$ cat src/rtl/stack_pkg.sv
// Shared definitions for the stack sequencer: transfer op encodings, FSM states
// and the default stack base.
package stack_pkg;

  localparam logic [1:0] OP_NONE = 2'b00;
  localparam logic [1:0] OP_PUSH = 2'b01;
  localparam logic [1:0] OP_POP  = 2'b10;

  localparam int SP_RESET_DEFAULT = 2047;

  typedef enum logic {
    ST_IDLE,
    ST_XFER
  } state_e;

endpackage

$ cat src/rtl/stack_seq_unit.sv
// Multi-word PUSH/POP sequencer: owns the stack pointer, walks N memory words one
// per cycle, stalls upstream during the walk and rejects over/underflowing requests.
module stack_seq_unit
  import stack_pkg::*;
#(
  parameter int DATA_W    = 16,
  parameter int ADDR_W    = 12,
  parameter int MAX_WORDS = 4,
  parameter int SP_RESET  = SP_RESET_DEFAULT,
  parameter int CNT_W     = $clog2(MAX_WORDS + 1)
) (
  input  logic                        clk,
  input  logic                        reset,
  input  logic                        req_valid,
  input  logic [1:0]                  req_op,
  input  logic [CNT_W-1:0]            req_words,
  input  logic [MAX_WORDS*DATA_W-1:0] push_data,
  output logic                        stall_out,
  output logic                        pop_valid,
  output logic [MAX_WORDS*DATA_W-1:0] pop_data,
  output logic                        fault_ovf,
  output logic                        fault_udf,
  output logic [ADDR_W-1:0]           sp_out,
  output logic [ADDR_W-1:0]           mem_addr,
  output logic [DATA_W-1:0]           mem_wdata,
  output logic                        mem_we,
  output logic                        mem_re,
  input  logic [DATA_W-1:0]           mem_rdata
);

  localparam int AW1 = ADDR_W + 1;
  localparam logic [AW1-1:0]   SP_BASE = AW1'(SP_RESET);
  localparam logic [CNT_W-1:0] MAX_N   = CNT_W'(MAX_WORDS);

  state_e                      state_q, state_d;
  logic [ADDR_W-1:0]           sp_q, sp_d;
  logic [CNT_W-1:0]            wordCnt_q, wordCnt_d;
  logic [CNT_W-1:0]            numWords_q, numWords_d;
  logic [1:0]                  op_q, op_d;
  logic [MAX_WORDS*DATA_W-1:0] pushData_q, pushData_d;
  logic [MAX_WORDS*DATA_W-1:0] asmData_q, asmData_d;

  logic                        idle, reqOk, accept, step, last, isPush, isPop;
  logic [AW1-1:0]              spWide, nWide;
  logic [1:0]                  curOp;
  logic [CNT_W-1:0]            curN, curK, wordIdx;
  logic [MAX_WORDS*DATA_W-1:0] curData;
  logic [DATA_W-1:0]           pushWord;

  // The acceptance cycle is itself step 0, so "current" values come straight
  // from the request then, and from the latched copies during XFER.
  always_comb begin
    idle      = (state_q == ST_IDLE) && !reset;
    spWide    = {1'b0, sp_q};
    nWide     = AW1'(req_words);
    reqOk     = req_valid && (req_op == OP_PUSH || req_op == OP_POP) &&
                (req_words != '0) && (req_words <= MAX_N);
    fault_ovf = idle && reqOk && (req_op == OP_PUSH) && (spWide + AW1'(1) < nWide);
    fault_udf = idle && reqOk && (req_op == OP_POP) && (spWide + nWide > SP_BASE);
    accept    = idle && reqOk && !fault_ovf && !fault_udf;
    step      = accept || ((state_q == ST_XFER) && !reset);
    curOp     = accept ? req_op    : op_q;
    curN      = accept ? req_words : numWords_q;
    curK      = accept ? '0        : wordCnt_q;
    curData   = accept ? push_data : pushData_q;
    isPush    = step && (curOp == OP_PUSH);
    isPop     = step && (curOp == OP_POP);
    last      = step && (curK == curN - CNT_W'(1));
    wordIdx   = curN - curK - CNT_W'(1);
  end

  always_comb begin
    pushWord = '0;
    for (int i = 0; i < MAX_WORDS; i++) begin
      if (wordIdx == CNT_W'(i)) pushWord = curData[i*DATA_W +: DATA_W];
    end
    mem_we    = isPush;
    mem_re    = isPop;
    mem_addr  = isPop ? sp_q + ADDR_W'(1) : sp_q;
    mem_wdata = isPush ? pushWord : '0;
    stall_out = step && !last;
    pop_valid = isPop && last;
    sp_out    = sp_q;
    // Words above the current step are masked so stale assembly data never leaks.
    pop_data  = '0;
    if (pop_valid) begin
      for (int i = 0; i < MAX_WORDS; i++) begin
        if (CNT_W'(i) < curK) pop_data[i*DATA_W +: DATA_W] = asmData_q[i*DATA_W +: DATA_W];
        else if (CNT_W'(i) == curK) pop_data[i*DATA_W +: DATA_W] = mem_rdata;
      end
    end
  end

  always_comb begin
    state_d    = state_q;
    sp_d       = sp_q;
    wordCnt_d  = wordCnt_q;
    numWords_d = numWords_q;
    op_d       = op_q;
    pushData_d = pushData_q;
    asmData_d  = asmData_q;
    if (step) begin
      sp_d = isPush ? sp_q - ADDR_W'(1) : sp_q + ADDR_W'(1);
      if (last) begin
        state_d   = ST_IDLE;
        wordCnt_d = '0;
      end else begin
        state_d   = ST_XFER;
        wordCnt_d = curK + CNT_W'(1);
      end
    end
    if (accept) begin
      op_d       = req_op;
      numWords_d = req_words;
      pushData_d = push_data;
    end
    if (isPop && !last) begin
      for (int i = 0; i < MAX_WORDS; i++) begin
        if (curK == CNT_W'(i)) asmData_d[i*DATA_W +: DATA_W] = mem_rdata;
      end
    end
  end

  always_ff @(posedge clk or posedge reset) begin
    if (reset) begin
      state_q    <= ST_IDLE;
      sp_q       <= ADDR_W'(SP_RESET);
      wordCnt_q  <= '0;
      numWords_q <= '0;
      op_q       <= OP_NONE;
      pushData_q <= '0;
      asmData_q  <= '0;
    end else begin
      state_q    <= state_d;
      sp_q       <= sp_d;
      wordCnt_q  <= wordCnt_d;
      numWords_q <= numWords_d;
      op_q       <= op_d;
      pushData_q <= pushData_d;
      asmData_q  <= asmData_d;
    end
  end

endmodule

$ cat config.mk
export PLATFORM = sky130hd
export DESIGN_NAME = stack_seq_unit
export DESIGN_NICKNAME = d
export VERILOG_FILES = /design/src/rtl/stack_pkg.sv /design/src/rtl/stack_seq_unit.sv
export SDC_FILE = /design/constraint.sdc
export NUM_CORES = 1
export LEC_CHECK = 0
export ABC_AREA = 1
export ABC_CLOCK_PERIOD_IN_PS = 14300
export CAP_MARGIN = 20
export CORE_MARGIN = 3
export CORE_UTILIZATION = 55
export DETAILED_ROUTE_END_ITERATION = 7
export PLACE_DENSITY_LB_ADDON = 0.1
export REMOVE_ABC_BUFFERS = 1
export SLEW_MARGIN = 20
export SYNTH_ARGS = -nofsm -noshare
export SYNTH_HDL_FRONTEND = slang
export SYNTH_SLANG_ARGS = --single-unit
$ cat constraint.sdc
create_clock -name clk -period 14.3 [get_ports clk]
set_clock_uncertainty 0.15 [all_clocks]
set_input_delay 2.145 -clock clk [delete_from_list [all_inputs] [get_ports clk]]
set_output_delay 2.145 -clock clk [all_outputs]
set_load 0.02 [all_outputs]
==> Yosys cells after proc, flatten, opt, wreduce, memory -nomap -nowiden <==
Cells that the tools add are included.
{ "op_classes": {"addsub": 8, "n_bitwise": 1, "reduce_logical": 31, "eq_ne": 14, "muxes": 22, "order_cmp": 7} }
{ "op_table": {"columns": ["op", "count"], "rows": [
  ["$mux 16", 13],
  ["$mux 64", 2],
  ["$mux 12", 2],
  ["$logic_and 1x1->1", 18],
  ["$add 12x1->13 const B", 1],
  ["$add 12x3->13", 1],
  ["$gt 13x11->1 const B", 1],
  ["$lt 13x3->1", 1],
  ["$add 12x1->12 const B", 1],
  ["$eq 3x2->1 const B", 4],
  ["$sub 12x1->12 const B", 1],
  ["$mux 3", 3],
  ["$reduce_and 2->1", 4],
  ["$eq 2x3->1 const A", 2],
  ["$eq 3x1->1 const B", 2],
  ["$logic_not 3->1", 2],
  ["$lt 1x3->1 const A", 2],
  ["$lt 2x3->1 const A", 2],
  ["$sub 3x1->3 const B", 2],
  ["$eq 2x1->1 const B", 2],
  ["$eq 2x2->1 const B", 2],
  ["$logic_not 1->1", 4],
  ["$add 3x1->3 const B", 1],
  ["$eq 1x3->1 const A", 1],
  ["other kinds (8)", 9]
]} }
{ "totals": {"ff_bits": 149, "inputBits": 88, "out_inout_bits": 110} }

==> Longest topological paths before layout <==
{ "depth": {"word_depth": 20, "mapped_depth": 29, "depth_no_buf": 24} }

==> Least setup slack after synthesis <==
No wires, ideal clock.
{ "synth_timing": {"path_type": "in2out", "startpoint": "in reset", "endpoint": "out mem_wdata[10]", "setup_slack_ps": 3132, "arrival_time_ps": 8873, "required_ps": 12005, "cell_stages": 24, "cell_sequence": "inv_1 > nand2_1 > nor2_1 > nand3_1 > nor2_1 > nand2_1 > nor2_1 > nand3_1 > nand2_2 > buf_4 > inv_2 > nor2_1 > clkbuf_1 > clkbuf_1 > inv_1 > ha_1 > fa_1 > inv_1 > nor2_1 > clkbuf_1 > nand3_1 > nand2_1 > nor2_1 > nor2_1"} }
{ "synth_via": {"elab_chain_cells": 17, "elab_cells_between_ends": 30} }
{ "synth_lines": {"columns": ["item", "line_no", "text"], "rows": [
  ["from (decl)", "stack_seq_unit.sv:13", "input logic reset,"],
  ["$logic_not 1->1 (no line) (*)", null, null],
  ["$logic_and 1x1->1", "stack_seq_unit.sv:53", "idle = (state_q == ST_IDLE) && !reset;"],
  ["$logic_and 1x1->1", "stack_seq_unit.sv:58, stack_seq_unit.sv:59, stack_seq_unit.sv:60", null],
  ["$logic_and 1x1->1 (2 in a row)", "stack_seq_unit.sv:58", "fault_ovf = idle && reqOk && (req_op == OP_PUSH) && (spWide + AW1'(1) < nWide);"],
  ["$logic_not 1->1", "stack_seq_unit.sv:60", "accept = idle && reqOk && !fault_ovf && !fault_udf;"],
  ["$logic_and 1x1->1 (2 in a row)", "stack_seq_unit.sv:60", null],
  ["$mux 3 (on tied branches)", "stack_seq_unit.sv:63, stack_seq_unit.sv:64", null],
  ["$sub 3x3->3", "stack_seq_unit.sv:69", "wordIdx = curN - curK - CNT_W'(1);"],
  ["$sub 3x1->3", "stack_seq_unit.sv:69", null],
  ["$logic_not 3->1", "stack_seq_unit.sv:75", "if (wordIdx == CNT_W'(i)) pushWord = curData[i*DATA_W +: DATA_W];"],
  ["$mux 16 (4 in a row)", "stack_seq_unit.sv:75", null],
  ["$mux 16 (*)", "stack_seq_unit.sv:80", "mem_wdata = isPush ? pushWord : '0;"],
  ["to (decl)", "stack_seq_unit.sv:25", "output logic [DATA_W-1:0] mem_wdata,"]
]} }
Mark *: on every way between the ends. The rest lies on a longest branch, timed or not.

==> Worst setup path after layout <==
{ "layout_timing": {"startpoint": "in reset", "endpoint": "out mem_wdata[6]"} }
The elaborated chain is that of the path after synthesis.

==> results.yml <==
clock_tree:
  htree_levels: 4
  cts_tree: "built"
  cts_made_buffers: 17
  hold_buffers: 0
  clkSlewWorstSetupHoldPaths_ns: 0.06
  clockBufferDepth: 2
  clk_latency_ns: 0.43
  clock-sinks: 149
  cts_resized: 0
  postCtsSetupBuffers: 0
  root_buffer: "clkbuf_16"
place:
  dpl-instance-area_mm2: 0.0107
  hpwl_mm: 16.4
  portBuffers: 197
  globalplace.congestion: 0.929
  pre_cts_ws_ns: 2.89
detailed_routing:
  drc: 0
  routed_wl_mm: 26.1
  drt_iter0_markers: 876
  vias_per_cell: 5.73
  wl_per_cell_um: 16.7
  ant_nets: 0
  dr_total_vias: 8945
  dr.pass1.iters: 5
pwr:
  power_density_mw_per_mm2: 203
  p_leak_nw: 5.51
  p_total_mw: 2.30
  peakVddDrop_mv: 0.153
timing:
  finalHoldViolations: 0
  tightestPinTransition_ns: 0.997
  max_clock_freq_mhz: 87.5
  min_period_ns: 11.43
  max-slew-margin-rel_pct: 33.4
  setup_viol: 0
  fin_crit_sh_pct: 79.9
  fin_ws_ns: 2.87
  hold_ws_ns: 0.316
  drv_slew: 0
  rsz0062_at_grt: "no"
die:
  ioPinCount: 198
  die-area_mm2: 0.0175
  num_rows: 45
  die_w_um: 132
  core_area_mm2: 0.0154
  die_y_um: 132
  initial_utilization_pct: 57.0
global_routing:
  grt_pass1_vias: 8340
  grt.overflow.total: 0
  gr-usage-all-layers_pct: 29.2
  grt_pass1_wl_mm: 42.3
  grt_max_degree: 102
  grt_antenna_before_repair: 0
synthesis:
  yosys_register_bits: 149
  synth-warning-count: 0
  synth_cells: 1205
  yosysSeqAreaShare_pct: 42.6
  synth_edf_count: 0
  netlist_area_mm2: 0.00879
  synthArstFlopShare_pct: 100
  synth_ff_type: "dfrtp_1"
  synth.avg_cell_area_um2: 7.29
  synth_cell_types: 34
finish:
  stdcell_area_mm2: 0.0113
  utilization_pct: 73.5
  area_growth_pct: 29.0
  fin_nets: 1441
  final_cell_mix: "389 x nand2_1, 197 x clkdlybuf4s50_1, 138 x dfrtp_1"
  drive_above_1_share_pct: 6.22
  n_antenna_cell: 0
  layout_commonest_cell: "nand2_1"
critical_path:
  end_kind: "output port"
  crit_path_max_incr_delay_ns: 0.72
  cp_data_arrival_time_ns: 9.13
  path_max_fanout: 101
  crit_path_top_delay_cell: "nand2_1"
  critPathMostFrequentCell: "nor2_1"
  critical_path_class: "input pin to output port"
  required_ns: 12.01
  start_kind: "input pin"
worst_hold_path:
  hold_path_class: "flip-flop to flip-flop"
flow_run:
  drv_cap: 0
outcome:
  status: "finished clean"
## routing by layer
layer	track usage (%)	up-vias	routed length, µm
li1	-	4231	-
met1	39.8	4245	10800
met2	46.5	418	12500
met3	6.41	51	2130
met4	10.0	0	625
met5	0	-	0
## kinds of logic after synthesis
group | share of synthesized area, %
DFF | 42.6
xor gates and xnor gates | 1.30
and+or+nand+nor | 33.6
muxes | 1.82
adders and majority gates | 2.45
buffers and inverters | 8.19
AOI/OAI and AO/OA | 10.0
## worst max-delay path: cells and delay by family
kind                       cells  cell delay [ns]
buffers and inverters          9             3.95
adders and majority gates      2             0.59
and+or+nand+nor               15             2.33
## state kept, by name, indices dropped and copies added, names as in the netlist
| signal | cells |
|---|---|
| sp_out | 12 |
| pushData_q | 64 |
| wordCnt_q | 3 |
| numWords_q | 3 |
| op_q | 2 |
| state_q | 1 |
| asmData_q | 64 |
## final cells by class
cell class	instances	area [µm²]
clock buffer	20	447
inverter	79	302
timing repair buffer	209	2090
multi-input combinational	881	4340
fill	1256	4090
clock inverter	12	153
tap	211	264
sequential	149	3740
## final timing paths
kind	from	endpoint	slack, ns	depth (start not counted)
max	reset	mem_wdata[6]	2.87	26
max reg2reg	sp_out[0]	asmData_q[25]	7.95	24
min in group asynchronous	reset	pushData_q[57]	2.17	2
min	asmData_q[3]	asmData_q[3]	0.32	2
min reg2reg	asmData_q[3]	asmData_q[3]	0.32	2
max in group asynchronous	reset	pushData_q[13]	10.60	3
## metrics by stage
| step | instances | setup TNS [ns] |
|---|---|---|
| global route | 1561 | 0 |
| CTS | 1559 | 0 |
| finish | 1561 | 0 |
| detailed placement | 1527 | 0 |
| global placement | 1527 | 0 |
| floorplan | 1109 | -10.79 |
## Yosys cell counts, types with 3 or more instances
library cell	count	area (µm²)
nand2_1	390	1460
dfrtp_1	138	3450
nor2_1	116	435
nand3_1	92	460
inv_1	71	267
nand4_1	70	438
o21ai_0	64	320
clkbuf_1	58	218
a22oi_1	49	368
buf_2	29	145
a21oi_1	20	100
mux2i_1	16	160
ha_1	14	175
xor2_1	13	114
dfstp_2	11	289
inv_2	8	30.0
buf_4	7	52.6
nand3_2	5	50.1
nand2_2	4	25.0
nor3_1	4	20.0
o21ai_1	4	20.0
nor2_2	3	18.8
o211ai_1	3	22.5
## report_power, final
| group | leakage (nW) | switching, mW | internal (mW) |
|---|---|---|---|
| Sequential | 1.93 | 0.0943 | 0.601 |
| Clock | 0.295 | 0.180 | 0.279 |
| Combinational | 3.29 | 0.774 | 0.369 |
(Power assumes the default switching activity.)
